**src/rtl/act_arb_pkg.sv**
```systemverilog
// Shared types and default sizes for the leaky_relu request arbiter.
// Imported by rr_pick and act_relu_arb.
package act_arb_pkg;

  localparam int ACT_DATA_W = 32;
  localparam int ACT_N_REQ  = 4;

  typedef enum logic [1:0] {
    IDLE  = 2'd0,
    ISSUE = 2'd1,
    WAIT  = 2'd2,
    RESP  = 2'd3
  } act_arb_state_t;

endpackage

```
**src/rtl/rr_pick.sv**
```systemverilog
// Combinational round-robin picker: scans last+1 .. last+N (mod N) and
// grants the first asserted request as a one-hot vector plus its index.
module rr_pick #(
  parameter  int N     = 4,
  localparam int IDX_W = $clog2(N)
) (
  input  logic [N-1:0]     req,
  input  logic [IDX_W-1:0] last,
  output logic [N-1:0]     gnt,
  output logic [IDX_W-1:0] idx
);

  logic [IDX_W-1:0] cand;
  logic             found;

  // NOTE: every output of a combinational block gets a default first so no
  // path leaves it unassigned, which would infer a latch.
  always_comb begin
    gnt   = '0;
    idx   = '0;
    found = 1'b0;
    cand  = '0;
    for (int k = 1; k <= N; k++) begin
      cand = IDX_W'((int'(last) + k) % N);
      if (!found && req[cand]) begin
        gnt[cand] = 1'b1;
        idx       = cand;
        found     = 1'b1;
      end
    end
  end

endmodule

```
**src/rtl/act_relu_arb.sv**
```systemverilog
// Round-robin arbiter sharing one leaky_relu unit among N_REQ requesters.
// Optional WAIT watchdog enabled by defining ACT_RELU_ARB_TIMEOUT_EN.
module act_relu_arb
  import act_arb_pkg::*;
#(
  parameter  int N_REQ       = ACT_N_REQ,
  parameter  int DATA_W      = ACT_DATA_W,
  parameter  int TIMEOUT_CYC = 16,
  localparam int ID_W        = $clog2(N_REQ)
) (
  input  logic                    clk,
  input  logic                    rst_n,
  input  logic [N_REQ-1:0]        req_valid,
  input  logic [N_REQ*DATA_W-1:0] req_x,
  output logic [N_REQ-1:0]        req_ready,
  output logic                    act_valid,
  output logic [DATA_W-1:0]       act_x,
  input  logic [DATA_W-1:0]       act_y,
  input  logic                    act_done,
  output logic [N_REQ-1:0]        rsp_valid,
  output logic [DATA_W-1:0]       rsp_y,
  output logic [ID_W-1:0]         rsp_id,
  output logic                    rsp_err
);

  if (N_REQ < 2 || N_REQ > 8 || TIMEOUT_CYC < 1) begin : g_param_check
    $error("act_relu_arb: N_REQ must be 2..8 and TIMEOUT_CYC at least 1");
  end

  act_arb_state_t state_q, state_d;

  logic [ID_W-1:0]   last_q, id_q, pick_idx;
  logic [N_REQ-1:0]  pick_gnt;
  logic [DATA_W-1:0] x_q, y_q, x_sel;
  logic              hs;
  logic              tmo;

  rr_pick #(.N(N_REQ)) u_pick (
    .req  (req_valid),
    .last (last_q),
    .gnt  (pick_gnt),
    .idx  (pick_idx)
  );

  // The picker only grants asserted requests, so any grant in IDLE is a handshake.
  assign req_ready = (state_q == IDLE) ? pick_gnt : '0;
  assign hs        = (state_q == IDLE) && (|pick_gnt);

  always_comb begin
    x_sel = '0;
    for (int i = 0; i < N_REQ; i++) begin
      if (pick_gnt[i]) x_sel = req_x[i*DATA_W +: DATA_W];
    end
  end

`ifdef ACT_RELU_ARB_TIMEOUT_EN
  localparam int CNT_W = $clog2(TIMEOUT_CYC + 1);

  logic [CNT_W-1:0] cnt_q;
  logic             err_q;

  assign tmo = (state_q == WAIT) && !act_done &&
               (cnt_q == CNT_W'(TIMEOUT_CYC - 1));

  // cnt_q counts completed WAIT cycles; cleared while issuing so it starts at 0.
  always_ff @(posedge clk or negedge rst_n) begin
    if (!rst_n) begin
      cnt_q <= '0;
      err_q <= 1'b0;
    end else begin
      if (state_q == ISSUE) cnt_q <= '0;
      else if (state_q == WAIT) cnt_q <= cnt_q + CNT_W'(1);
      if (state_q == WAIT) begin
        if (act_done) err_q <= 1'b0;
        else if (tmo) err_q <= 1'b1;
      end
    end
  end

  assign rsp_err = (state_q == RESP) && err_q;
`else
  assign tmo     = 1'b0;
  assign rsp_err = 1'b0;
`endif

  always_comb begin
    state_d = state_q;
    case (state_q)
      IDLE:    if (hs) state_d = ISSUE;
      ISSUE:   state_d = WAIT;
      WAIT:    if (act_done || tmo) state_d = RESP;
      RESP:    state_d = IDLE;
      default: state_d = IDLE;
    endcase
  end

  // NOTE: sequential state uses non-blocking assignments so every register
  // samples pre-edge values regardless of statement order.
  always_ff @(posedge clk or negedge rst_n) begin
    if (!rst_n) state_q <= IDLE;
    else        state_q <= state_d;
  end

  // Data registers are reset too, since act_x exposes x_q directly.
  always_ff @(posedge clk or negedge rst_n) begin
    if (!rst_n) begin
      last_q <= ID_W'(N_REQ - 1);
      id_q   <= '0;
      x_q    <= '0;
      y_q    <= '0;
    end else begin
      if (hs) begin
        x_q    <= x_sel;
        id_q   <= pick_idx;
        last_q <= pick_idx;
      end
      if (state_q == WAIT) begin
        if (act_done) y_q <= act_y;
        else if (tmo) y_q <= '0;
      end
    end
  end

  assign act_valid = (state_q == ISSUE);
  assign act_x     = x_q;

  always_comb begin
    rsp_valid = '0;
    if (state_q == RESP) rsp_valid[id_q] = 1'b1;
  end

  assign rsp_y  = (state_q == RESP) ? y_q  : '0;
  assign rsp_id = (state_q == RESP) ? id_q : '0;

endmodule

```
**config.mk**
```make
export PLATFORM = sky130hd
export DESIGN_NAME = act_relu_arb
export DESIGN_NICKNAME = d
export VERILOG_FILES = /design/src/rtl/act_arb_pkg.sv /design/src/rtl/rr_pick.sv /design/src/rtl/act_relu_arb.sv
export SDC_FILE = /design/constraint.sdc
export NUM_CORES = 1
export LEC_CHECK = 0
export CAP_MARGIN = 20
export CORE_UTILIZATION = 40
export DETAILED_ROUTE_END_ITERATION = 12
export GPL_ROUTABILITY_DRIVEN = 0
export MAX_ROUTING_LAYER = met4
export PLACE_DENSITY = 0.79
export SETUP_SLACK_MARGIN = 0.05
export SYNTH_ARGS = -nofsm -noshare
export SYNTH_HDL_FRONTEND = slang
export SYNTH_SLANG_ARGS = --single-unit
```
**constraint.sdc**
```tcl
create_clock -name clk -period 3.9 [get_ports clk]
set_clock_uncertainty 0.15 [all_clocks]
set_input_delay 0.78 -clock clk [delete_from_list [all_inputs] [get_ports clk]]
set_output_delay 0.78 -clock clk [all_outputs]
set_load 0.01 [all_outputs]
```
# --- Word level (Yosys, flattened, before mapping) ---
# Index checks and enable logic that the tools add are counted.
op_classes:
  n_div: 0
  bitwise_logic: 3
  n_addsub: 4
  n_reduce_logical: 16
  shift: 0
  mul: 0
  magnitude_cmp: 10
  n_mux: 40
  eq_ne: 5
op_table:
  columns: ["op", "count"]
  rows:
  - ["two-way mux 32 bit", 5]
  - ["two-way mux 4 bit", 6]
  - ["less-than comparator 2 x 3 -> 1 bit, second input constant", 5]
  - ["two-way mux 2 bit", 7]
  - ["two-way mux 1 bit", 12]
  - ["OR 4 bit", 3]
  - ["demux 1 bit (select 2 bit)", 5]
  - ["greater-or-equal comparator 2 x 1 -> 1 bit, second input constant", 5]
  - ["logical AND 1 bit", 9]
  - ["binary-select mux 1 bit (select 2 bit)", 4]
  - ["one-hot mux 2 bit (4 select lines)", 1]
  - ["adder 2 x 1 -> 2 bit, second input constant", 2]
  - ["adder 2 bit, second input constant", 2]
  - ["equality test 2 bit, second input constant", 2]
  - ["!= test 2 bit, second input constant", 2]
  - ["AND reduction 2 bit", 2]
  - ["OR reduction 4 bit", 1]
  - ["zero test 1 bit", 3]
  - ["equality test 2 x 1 -> 1 bit, second input constant", 1]
  - ["zero test 2 bit", 1]
totals:
  in_bits: 167
  memories: 0
  register_bits: 70
  latch_bits: 0
  out_inout_bits: 76
  mem_bits_ro: 0
  ram_bits: 0
  wordCells: 83

# --- Longest topological paths before layout ---
depth:
  depth_word: 17
  mapped_depth: 15
  depth_no_buf: 9

# --- Cells and area by module ---
# From an unflattened synthesis, not the netlist that was laid out.
hier_totals:
  cells_unflattened: 395
  area_unflattened_um2: 4131.5
modules_own_cells:
  columns: ["mod", "cells_each", "area_per_inst_um2", "seq_area_each_um2", "n_inst"]
  rows:
  - ["act_relu_arb", 327, 3585.9, 1754.2, 1]
  - ["rr_pick", 68, 545.5, 0.0, 1]

# --- Worst setup path after synthesis ---
# OpenSTA, ideal clock, no wires.
synth_path:
  path_type: "reg-to-output"
  startpoint: "register last_q[1]"
  endpoint: "output req_ready[3]"
  stages_incl_launch_ff: 11
  t_required_ns: 2.970
  path_buffers: 4
  arrival_ns: 2.778
  setup_slack_ns: 0.192
  cell_sequence: "dfstp_2 -> clkbuf_1 -> inv_1 -> ha_1 -> clkbuf_2 -> mux4_2 -> o21ai_0 -> a221o_1 -> buf_4 -> clkbuf_1 -> and2_1"
synth_between:
  elab_chain_cells: 14
  elab_cells_between_ends: 49
  classes_between: "add/sub: 4; order compare: 8; mux: 24; bitwise: 3; reduce/logical: 10"
synth_rtl:
  columns: ["element", "line", "source"]
  rows:
  - ["start: declaration", "act_relu_arb.sv:32", "logic [ID_W-1:0] last_q, id_q, pick_idx;"]
  - ["start signal: assignment", "act_relu_arb.sv:107", "last_q <= ID_W'(N_REQ - 1);"]
  - ["start signal: assignment", "act_relu_arb.sv:115", "last_q <= pick_idx;"]
  - ["branches (longest 12 deep; another with less-than comparator 2 x 3 -> 1 bit)", null, null]
  - ["two-way mux 4 bit (*)", "rr_pick.sv:25", "if (!found && req[cand]) begin"]
  - ["two-way mux 4 bit (*)", "act_relu_arb.sv:46", "assign req_ready = (state_q == IDLE) ? pick_gnt : '0;"]
  - ["end: declaration", "act_relu_arb.sv:15", "output logic [N_REQ-1:0] req_ready,"]
# Mark *: on every way between the ends. The select of a mux whose other input is x is not followed.

# --- Worst setup path after layout ---
layout_path:
  startpoint: "input req_valid[1]"
  endpoint: "output req_ready[0]"
layout_between:
  elab_chain_cells: 13
  elab_cells_between_ends: 25
  classes_between: "mux: 16; bitwise: 3; reduce/logical: 6"
layout_rtl:
  columns: ["element", "line", "source"]
  rows:
  - ["start: declaration", "act_relu_arb.sv:13", "input logic [N_REQ-1:0] req_valid,"]
  - ["binary-select mux 1 bit (select 2 bit)", "rr_pick.sv:25", null]
  - ["two-way mux 1 bit (implied by the code)", "rr_pick.sv:25", null]
  - ["two-way mux 1 bit", "rr_pick.sv:25", null]
  - ["zero test 1 bit", "rr_pick.sv:25", null]
  - ["logical AND 1 bit", "rr_pick.sv:25", null]
  - ["two-way mux 1 bit", "rr_pick.sv:25", null]
  - ["zero test 1 bit", "rr_pick.sv:25", null]
  - ["logical AND 1 bit", "rr_pick.sv:25", null]
  - ["two-way mux 1 bit", "rr_pick.sv:25", null]
  - ["zero test 1 bit", "rr_pick.sv:25", null]
  - ["logical AND 1 bit", "rr_pick.sv:25", null]
  - ["two-way mux 4 bit (*)", "rr_pick.sv:25", null]
  - ["two-way mux 4 bit (*)", "act_relu_arb.sv:46", null]
# Mark *: on every way between the ends. The rest lies on a longest branch, timed or not. The select of a mux whose other input is x is not followed.

==> flow_summary_export.csv <==
group,metric,value,unit
routing,drt_iter0_markers,303,
grt,grt_busiest_layer,"met2",
worst_setup_path,worstSetupPathType,"input port to output pin",
clock_network,cts_buffer_depth,2,
synth,synthTopCellsByArea,"dfrtp_1, and2_1, mux2_2",
sta,worst_slew_pin_slew,0.9331,ns
pwr,power,6.140,mW
sta,final-hold-violation-count,0,
grt,grt_max_degree,71,
floorplanning,die_h,109.7,um
routing,drc,0,
routing,num_vias,4877,
final_layout,fin_nets,918,
sta,period_share,0.9806,
sta,fmax,0.2615,GHz
grt,antenna_found_initial,0,
placement,dp_hpwl,11.92,mm
min_path,hold_class,"flop to flop",
worst_setup_path,worst-r2r-setup-slack,0.24,ns
sta,finalMaxSlewViolations,0,
final_layout,multiInputGateArea,2659,um^2
synth,syn-cell-area,4636,um^2
synth,synth-edff-count,0,
min_path,hp-start,"y_q[30]$_DFFE_PN0P_",
worst_setup_path,critPathBufInv,3,
grt,use_met3,0.06520,
grt,met1_usage,0.2838,
clock_network,cts_tree,"yes",
sta,fin_crit,3.824,ns
synth,ys_types,44,
final_layout,final_cell_area,7538,um^2
placement,portBuffers,241,
synth,yosysWarnings,0,
synth,syn_nets,683,
routing,viasPerCell,5.523,
routing,wl_per_cell,18.54,um
synth,ys.flop_type,"dfrtp_1",
grt,use_met2,0.4708,
synth,synth_cells,503,
worst_setup_path,crit_required,2.97,ns
worst_setup_path,r2r-start,"last_q[0]$_DFFE_PN1P_",
final_layout,antenna_cells,0,
final_layout,fillers,914,
floorplanning,initial_core_util,0.4185,
synth,synth_seq_cells,70,
sta,rsz0062_at_grt,"false",
synth,avgSynthCellArea,9.216,um^2
sta,tns,0,ns
grt,grt_pass1_wl,23.89,mm
worst_setup_path,crit_slowest_cell,"mux4_2",
final_layout,syn_to_final_growth,62.62,%
worst_setup_path,crit_chain,"clkdlybuf4s50_1, buf_4, mux4_2, nand2_1, o21ai_1, a221o_2, and2_1, dlygate4sd2_1",
run,max-cap-violations,0,
clock_network,clkSinkCount,70,
sta,maxSlewHeadroom,0.3779,
clock_network,numCtsBuffers,9,
final_layout,regArea,1754,um^2
worst_setup_path,arrival,2.89,ns
clock_network,path_clk_slew,0.06,ns
worst_setup_path,critPathMaxFanout,8,
floorplanning,core-area,11080,um^2
routing,drtAntennaViolNets,0,
routing,drt-total-wl,16.37,mm
routing,detail_route.first_pass.iterations,5,
final_layout,drive_gt1_frac,0.1238,
sta,setup_viol,0,
synth,synth_top_area_frac,0.3671,
worst_setup_path,critPathTopFamily,"buffers and inverters",
floorplanning,chipWidth,109.7,um
floorplanning,ioPinCount,243,
grt,overflow,0,
run_status,outcome,"finished clean",
floorplanning,fp-row-count,38,
pwr,p_per_area,814.5,nW/um^2
clock_network,htree_levels,3,
grt,grt_pass1_vias,4756,
clock_network,cts_root_buf,"clkbuf_16",
worst_setup_path,startpoint_type,"input port",
placement,dpl-instance-area,7209,um^2
pwr,p_leak,3.126,nW
sta,whs,0.3492,ns
worst_setup_path,r2r-end,"act_x[31]$_DFFE_PN0P_",
worst_setup_path,reg2regPathDepth,12,
pwr,ir_drop,529.3,uV
min_path,worstHoldPathCells,1,
worst_setup_path,end_kind,"output pin",
grt,track_usage,0.2717,
synth,async_flop_share,1.000,
worst_setup_path,slowest_delay,0.52,ns
min_path,holdPathEnd,"y_q[30]$_DFFE_PN0P_",
synth,yosysSeqAreaShare,0.3784,
clock_network,cts_hold_buf,0,
synth,yosys.area.top_type,"dfrtp_1",
floorplanning,die_area,12020,um^2
clock_network,worstSkewPairLatency,0.34,ns
## worst reg2reg max path: stages (launching register included)
cell and delay [ns]:
dfstp_2 0.53, inv_1 0.12, ha_2 0.47, mux4_2 0.40, buf_4 0.18, nand2_1 0.05
o21ai_1 0.07, a221o_2 0.32, buf_4 0.25, o41a_2 0.58, buf_12 0.20, nor2_1 0.14
a31oi_1 0.05
## layer usage
| metal | vias to the layer above | share of wire |
|---|---|---|
| met5 | - | 0 |
| met2 | 212 | 0.51 |
| met3 | 57 | 0.075 |
| met1 | 2349 | 0.37 |
| li1 | 2259 | - |
| met4 | 0 | 0.048 |
## worst max-delay path by stage
stage | start | cells after the start | to
floorplan | last_q[1]$_DFFE_PN1P_ | 10 | req_ready[3]
global placement | req_valid[0] | 6 | req_ready[3]
detailed placement | req_valid[0] | 6 | req_ready[3]
CTS | req_valid[2] | 8 | req_ready[0]
global route | req_valid[1] | 8 | req_ready[0]
finish | req_valid[1] | 8 | req_ready[0]
## timing repair
item | 4_1_cts | 5_1_grt
buffers inserted | 2 | 2
gates resized for setup | 10 | 4
endpoints found under the setup margin | 4 | 3
endpoints found under the hold margin | 0 | 0
pin swaps | 1 | 3
## layout by cell type, fill, tap and decap left out, types with 4 or more instances in the layout
cell type	count
clkdlybuf4s50_1	235
and2_1	71
dfrtp_1	68
nand2_1	46
nor2_1	38
and3_1	34
a31oi_1	33
nand2b_1	32
mux2_2	32
o311ai_0	31
buf_4	26
ha_1	12
clkbuf_16	9
inv_1	5
a21oi_1	5
a21o_1	4
dlygate4sd2_1	4
## synth_stat cells (6+ instances only)
cell type,count
nor2_1,38
o311ai_0,31
a31oi_1,33
dfrtp_1,68
nand2_1,47
clkbuf_1,21
and3_1,34
buf_2,7
ha_1,13
buf_6,7
and2_1,71
mux2_2,32
nand2b_1,32
buf_1,6
## power breakdown
part | internal [mW] | switching, mW
Sequential | 1.13 | 0.198
Clock | 0.493 | 0.309
Combinational | 1.93 | 2.08
## kinds of logic (layout without fill, tap and decap cells)
kind of cell | Yosys count | count (layout) | share of synthesized area
compound gates | 98 | 98 | 0.1636
mux | 35 | 35 | 0.08988
buf+inv | 50 | 290 | 0.05641
other cells | 1 | 1 | 0.0008089
fa+ha+maj | 13 | 13 | 0.03509
simple gates | 236 | 236 | 0.2758
flops | 70 | 70 | 0.3784
## layout make-up
cell class / count / share of cell area
Multi-Input combinational cell: 383 / 0.3527
Timing Repair Buffer: 269 / 0.3512
Sequential cell: 70 / 0.2327
Clock buffer: 12 / 0.03137
Tap cell: 140 / 0.02324
Clock inverter: 4 / 0.006307
Inverter: 5 / 0.002490
## state kept, by name, summed over array words and instances, names as in the netlist
register and cells:
act_x 32, y_q 32, id_q 2, last_q 2, state_q 2
## metrics by stage
step | worst slack [ns] | std cells | utilization
floorplan | 0.1922 | 503 | -
global placement | -0.1103 | 863 | 0.6508
detailed placement | -0.1710 | 863 | 0.6508
CTS | 0.01174 | 881 | 0.6789
global route | 0.04766 | 883 | 0.6805
finish | 0.07578 | 883 | 0.6805
(Power assumes the default switching activity.)
